**config.mk**
```make
export PLATFORM = sky130hd
export DESIGN_NAME = regfile_dump_reader
export DESIGN_NICKNAME = d
export VERILOG_FILES = /design/src/rtl/regfile_dump_reader.sv
export SDC_FILE = /design/constraint.sdc
export NUM_CORES = 1
export LEC_CHECK = 0
export BUFFER_PORTS_ARGS = -buffer_cell sky130_fd_sc_hd__buf_2
export CORE_ASPECT_RATIO = 1.1
export CORE_MARGIN = 3
export CORE_UTILIZATION = 40
export CTS_CLUSTER_SIZE = 10
export DETAILED_ROUTE_END_ITERATION = 7
export PLACE_DENSITY_LB_ADDON = 0.2
export SKIP_CTS_REPAIR_TIMING = 1
export SLEW_MARGIN = 25
export SYNTH_ARGS = -nofsm -noshare
export SYNTH_HDL_FRONTEND = slang
export SYNTH_SLANG_ARGS = --single-unit
```
**constraint.sdc**
```tcl
create_clock -name clk -period 2.5 [get_ports clk]
set_input_delay 0 -clock clk [delete_from_list [all_inputs] [get_ports clk]]
set_output_delay 0 -clock clk [all_outputs]
set_load 0.005 [all_outputs]
```
**src/rtl/regfile_dump_reader.sv**
```systemverilog
// regfile_dump_reader
// Walks registers 0..LAST_REG through one borrowed read port of the register
// file. Each value is presented on a valid/ready stream to the debug/trace
// path, and a wrapping 16-bit checksum of every captured word is kept.
// The read port is requested only in REQ. A word is captured in the cycle the
// arbiter grants the port. The word is then held in HOLD until the consumer
// accepts it.

module regfile_dump_reader #(
  parameter int DATA_WIDTH = 16,
  parameter int ADDR_WIDTH = 4,
  parameter int LAST_REG   = 15
) (
  input  logic                  clk,
  input  logic                  rst,        // asynchronous, active low
  input  logic                  start,
  input  logic                  abort,
  output logic                  busy,
  output logic                  done,
  output logic                  rd_en,
  output logic [ADDR_WIDTH-1:0] rd_reg,
  input  logic                  rd_gnt,
  input  logic [DATA_WIDTH-1:0] rd_data,
  output logic                  out_valid,
  input  logic                  out_ready,
  output logic [DATA_WIDTH-1:0] out_data,
  output logic [ADDR_WIDTH-1:0] out_idx,
  output logic [DATA_WIDTH-1:0] checksum
);

  typedef enum logic [1:0] {
    IDLE = 2'd0,
    REQ  = 2'd1,
    HOLD = 2'd2,
    DONE = 2'd3
  } state_t;

  localparam logic [ADDR_WIDTH-1:0] LAST_IDX = ADDR_WIDTH'(LAST_REG);
  localparam logic [ADDR_WIDTH-1:0] IDX_ONE  = ADDR_WIDTH'(1);

  state_t                  state_reg;
  state_t                  state_next;
  logic [ADDR_WIDTH-1:0]   idx_reg;
  logic [DATA_WIDTH-1:0]   out_data_reg;
  logic [ADDR_WIDTH-1:0]   out_idx_reg;
  logic [DATA_WIDTH-1:0]   checksum_reg;

  // Qualified events. abort outranks both grant and accept.
  logic start_take;
  logic grant_take;
  logic accept_take;
  logic last_word;

  assign start_take  = (state_reg == IDLE) && start;
  assign grant_take  = (state_reg == REQ)  && !abort && rd_gnt;
  assign accept_take = (state_reg == HOLD) && !abort && out_ready;
  assign last_word   = (idx_reg == LAST_IDX);

  // State register. Reset returns to IDLE immediately, with no done pulse.
  always_ff @(posedge clk or negedge rst) begin
    if (!rst) begin
      state_reg <= IDLE;
    end else begin
      state_reg <= state_next;
    end
  end

  // Next-state logic. REQ waits for a grant with no timeout.
  always_comb begin
    state_next = state_reg;
    unique case (state_reg)
      IDLE: begin
        if (start) begin
          state_next = REQ;
        end
      end
      REQ: begin
        if (abort) begin
          state_next = IDLE;
        end else if (rd_gnt) begin
          state_next = HOLD;
        end
      end
      HOLD: begin
        if (abort) begin
          state_next = IDLE;
        end else if (out_ready) begin
          state_next = last_word ? DONE : REQ;
        end
      end
      DONE: begin
        state_next = IDLE;
      end
      default: begin
        state_next = IDLE;
      end
    endcase
  end

  // Moore outputs decoded from the current state.
  always_comb begin
    busy      = 1'b0;
    done      = 1'b0;
    rd_en     = 1'b0;
    out_valid = 1'b0;
    unique case (state_reg)
      IDLE: begin
        busy = 1'b0;
      end
      REQ: begin
        busy  = 1'b1;
        rd_en = 1'b1;
      end
      HOLD: begin
        busy      = 1'b1;
        out_valid = 1'b1;
      end
      DONE: begin
        done = 1'b1;
      end
      default: begin
        busy = 1'b0;
      end
    endcase
  end

  // Register index. It restarts at 0 on an accepted start and advances after each
  // accepted word except the last.
  always_ff @(posedge clk or negedge rst) begin
    if (!rst) begin
      idx_reg <= '0;
    end else if (start_take) begin
      idx_reg <= '0;
    end else if (accept_take && !last_word) begin
      idx_reg <= idx_reg + IDX_ONE;
    end
  end

  // Capture the granted word and its index. Both stay stable through HOLD.
  always_ff @(posedge clk or negedge rst) begin
    if (!rst) begin
      out_data_reg <= '0;
      out_idx_reg  <= '0;
    end else if (grant_take) begin
      out_data_reg <= rd_data;
      out_idx_reg  <= idx_reg;
    end
  end

  // Running checksum. It is cleared only by an accepted start, so an aborted
  // dump keeps its partial sum and a finished dump keeps its final sum.
  always_ff @(posedge clk or negedge rst) begin
    if (!rst) begin
      checksum_reg <= '0;
    end else if (start_take) begin
      checksum_reg <= '0;
    end else if (grant_take) begin
      checksum_reg <= checksum_reg + rd_data;
    end
  end

  assign rd_reg   = idx_reg;
  assign out_data = out_data_reg;
  assign out_idx  = out_idx_reg;
  assign checksum = checksum_reg;

endmodule
```
==> results.sh <==
export IMPL_cts_tree="yes"
export IMPL_cts_reportedPaths_clkPinSlew_ns=0.08
export IMPL_max_slew_margin_rel=0.596
export IMPL_synth_sequential_area_ratio=0.419
export IMPL_worstMarginPinSlew_ns=0.605
export IMPL_synth_adder_area_share=0.113
export IMPL_port_buffers=65
export IMPL_rsz0062_at_grt="no"
export IMPL_layout_common_cells="sky130_fd_sc_hd__nand2_1, sky130_fd_sc_hd__buf_2, sky130_fd_sc_hd__dfrtp_1, sky130_fd_sc_hd__ha_1, sky130_fd_sc_hd__a21oi_1"
export IMPL_via_count_normalized_by_instance_count=5.05
export IMPL_drt_wirelength_per_cell_um=13.5
export IMPL_die_height_um=89.0
export IMPL_reg_to_reg_start="checksum[0]"
export IMPL_ys_top_cells_by_area="sky130_fd_sc_hd__dfrtp_1, sky130_fd_sc_hd__nand2_1, sky130_fd_sc_hd__ha_1, sky130_fd_sc_hd__a21oi_1, sky130_fd_sc_hd__xnor2_1"
export IMPL_iteration_count_of_the_initial_detailed_routing_pass=4
export IMPL_synth_top_family_by_area="simple AND/OR/NAND/NOR gates"
export IMPL_grt_pass1_wl_um=9670
export IMPL_cp_data_arrival_time_ns=2.53
export IMPL_power_leakage_nw=1.69
export IMPL_postSynth_asyncResetShare=1.00
export IMPL_holdWs_ns=-0.00302
export IMPL_global_route_overflow_total=0
export IMPL_synthesis_area_um2=2510
export IMPL_finalSetupViolCount=0
export IMPL_floorplan_initialDensity=0.424
export IMPL_totalNegativeSetupSlack_ns=0
export IMPL_synth_compound_gate_area_share=0.182
export IMPL_syn_nets=328
export IMPL_synth_cell_type_count=48
export IMPL_yosysWarningCount=0
export IMPL_final_hold_viol_count=1
export IMPL_fin_nets=413
export IMPL_timing_worst_setup_path_type="reg2reg"
export IMPL_tritoncts_num_sinks=42
export IMPL_critical_path_max_fanout=4
export IMPL_post_synth_mux_area_share=0.00799
export IMPL_setup_worst_path_end_class="flip-flop"
export IMPL_routed_via_count=2258
export IMPL_synth_top_flop_cell="sky130_fd_sc_hd__dfrtp_1"
export IMPL_clockBufferDepth=2
export IMPL_maxCapViolations=0
export IMPL_final_layout_size_suffix_gt1_frac=0.235
export IMPL_global_route_usage_sum=0.173
export IMPL_floorplan_die_area_um2=7250
export IMPL_final_common_cell="sky130_fd_sc_hd__nand2_1"
export IMPL_grt_pass1_vias=2044
export IMPL_numCtsBuffers=5
export IMPL_hold_path_cell_count=4
export IMPL_fin_crit_ns=2.34
export IMPL_synth_seq_cells=42
export IMPL_final_antenna_net_count=0
export IMPL_yosys_area_share_xor_xnor=0.0384
export IMPL_largest_net_degree_at_the_start_of_global_routing=43
export IMPL_detailedRoute_firstIterationViolations=70
export IMPL_routabilityCongestion=0.882
export IMPL_post_route_util=0.547
export IMPL_insertion_delay_ns=0.29
export IMPL_clock_fmax_mhz=427
export IMPL_netlist_instances=284
export IMPL_portion_of_the_clock_cycle_consumed_by_the_worst_path_in_the_final_layout=0.937
export IMPL_fillCellCount=565
export IMPL_row_count=29
export IMPL_hold_class="in2reg"
export IMPL_post_synth_top_area_share=0.419
export IMPL_vdd_ir_drop_max_uv=550
export IMPL_die_width_um=81.5
export IMPL_number_of_enable_flip_flop_cells_after_synthesis=0
export IMPL_slew_viol_final=0
export IMPL_htreeDepth=2
export IMPL_clk_root_buffer_cell="sky130_fd_sc_hd__clkbuf_8"
export IMPL_failed_checks="hold timing"
export IMPL_post_synthesis_average_cell_area_um2=8.82
export IMPL_timing_critical_path_required_ns=2.69
export IMPL_power_density_nw_per_um2=1050
export IMPL_synth_top_area_cell="sky130_fd_sc_hd__dfrtp_1"
export IMPL_crit_path_start_kind="flip-flop"
export IMPL_route_detailed_drc=0
export IMPL_reg_to_reg_end="checksum[12]"
export IMPL_postRouteWirelength_um=6020
export IMPL_timing_reg2reg_worst_path_depth=8
export IMPL_outcome="finished, violations left"
export IMPL_hold_end="state_reg[1]"
export IMPL_areaGrowthSynthToFinish_pct=29.1
export IMPL_dp_final_hpwl_um=4400
export IMPL_min_delay_start="abort"
export IMPL_synthSimpleGateAreaFrac=0.210
export IMPL_io_pins=66
export IMPL_number_of_antenna_diodes=0
export IMPL_core_area_um2=5910
export IMPL_fin_skew_ns=0.00348
export IMPL_regToRegSetupSlack_ns=0.16
export IMPL_start_point_of_the_critical_path="checksum[0]"
export IMPL_grt_antenna_before_repair=0
## worst max path at each step
stage                              end  cells after the start
after floorplan           checksum[12]                      8
after global placement    checksum[12]                      8
after detailed placement  checksum[12]                      8
after CTS                 checksum[12]                      8
after global routing      checksum[12]                      8
final                     checksum[12]                      8
## area by class of cell
class / instances / area [um^2] / area share
clock buffers: 8 / 110 / 0.0340
inverters: 10 / 37.5 / 0.0116
multi-input cells: 222 / 1380 / 0.428
flip-flops and latches: 42 / 1050 / 0.325
well taps: 77 / 96.3 / 0.0298
repair buffers: 88 / 556 / 0.172
## power by group
part	total (mW)	leakage [nW]	internal, mW	switching (mW)
sequential	1.14	0.546	0.953	0.184
clock	0.513	0.0575	0.279	0.234
combinational	1.75	1.09	0.792	0.960
## cells by family (layout without fill, tap and decap cells)
| family | Yosys count | count (layout) |
|---|---|---|
| AOI/OAI and AO/OA | 64 | 64 |
| muxes | 2 | 2 |
| and+or+nand+nor | 123 | 123 |
| adders and majority gates | 22 | 22 |
| DFF | 42 | 42 |
| xor gates and xnor gates | 11 | 11 |
| buffers and inverters | 20 | 106 |
## worst max-delay path: stages (launching register included)
cell,delay [ns]
sky130_fd_sc_hd__dfrtp_1,0.40
sky130_fd_sc_hd__ha_1,0.24
sky130_fd_sc_hd__fa_1,0.44
sky130_fd_sc_hd__a21oi_2,0.21
sky130_fd_sc_hd__o211ai_1,0.17
sky130_fd_sc_hd__nand2_1,0.14
sky130_fd_sc_hd__o211ai_1,0.11
sky130_fd_sc_hd__a2111o_1,0.42
sky130_fd_sc_hd__o211a_1,0.12
## metal layers
metal	up-vias	track usage	wire length, um
met4	0	0.0553	97
met5	-	0	0
li1	1152	-	-
met2	60	0.290	2830
met3	9	0.0403	346
met1	1037	0.220	2740
## cells in the mapped netlist, types with 3 or more instances
cell / count
sky130_fd_sc_hd__xor2_1: 4
sky130_fd_sc_hd__o21ai_1: 4
sky130_fd_sc_hd__nor2_1: 13
sky130_fd_sc_hd__a21oi_1: 20
sky130_fd_sc_hd__and3_1: 3
sky130_fd_sc_hd__inv_1: 10
sky130_fd_sc_hd__clkbuf_1: 8
sky130_fd_sc_hd__o21ai_0: 7
sky130_fd_sc_hd__a21o_1: 5
sky130_fd_sc_hd__and2_1: 3
sky130_fd_sc_hd__o211ai_1: 3
sky130_fd_sc_hd__xnor2_1: 7
sky130_fd_sc_hd__a211oi_1: 4
sky130_fd_sc_hd__ha_1: 21
sky130_fd_sc_hd__nand3_1: 7
sky130_fd_sc_hd__nand2_1: 84
sky130_fd_sc_hd__dfrtp_1: 42
## stage by stage
stage                     hold WS (ns)  std cells  worst slack (ns)  power (mW)  instance area, um^2
final                         -0.00302        447             0.158        3.40                 3230
after detailed placement         0.214        422             0.115        2.89                 2950
after floorplan                 -0.296        284             0.289        2.29                 2510
after global placement           0.210        422             0.193        2.87                 2950
after CTS                       -0.110        430             0.100        3.42                 3060
after global routing            0.0184        447            0.0166        3.73                 3230
Power figures use the tool's default switching activity.
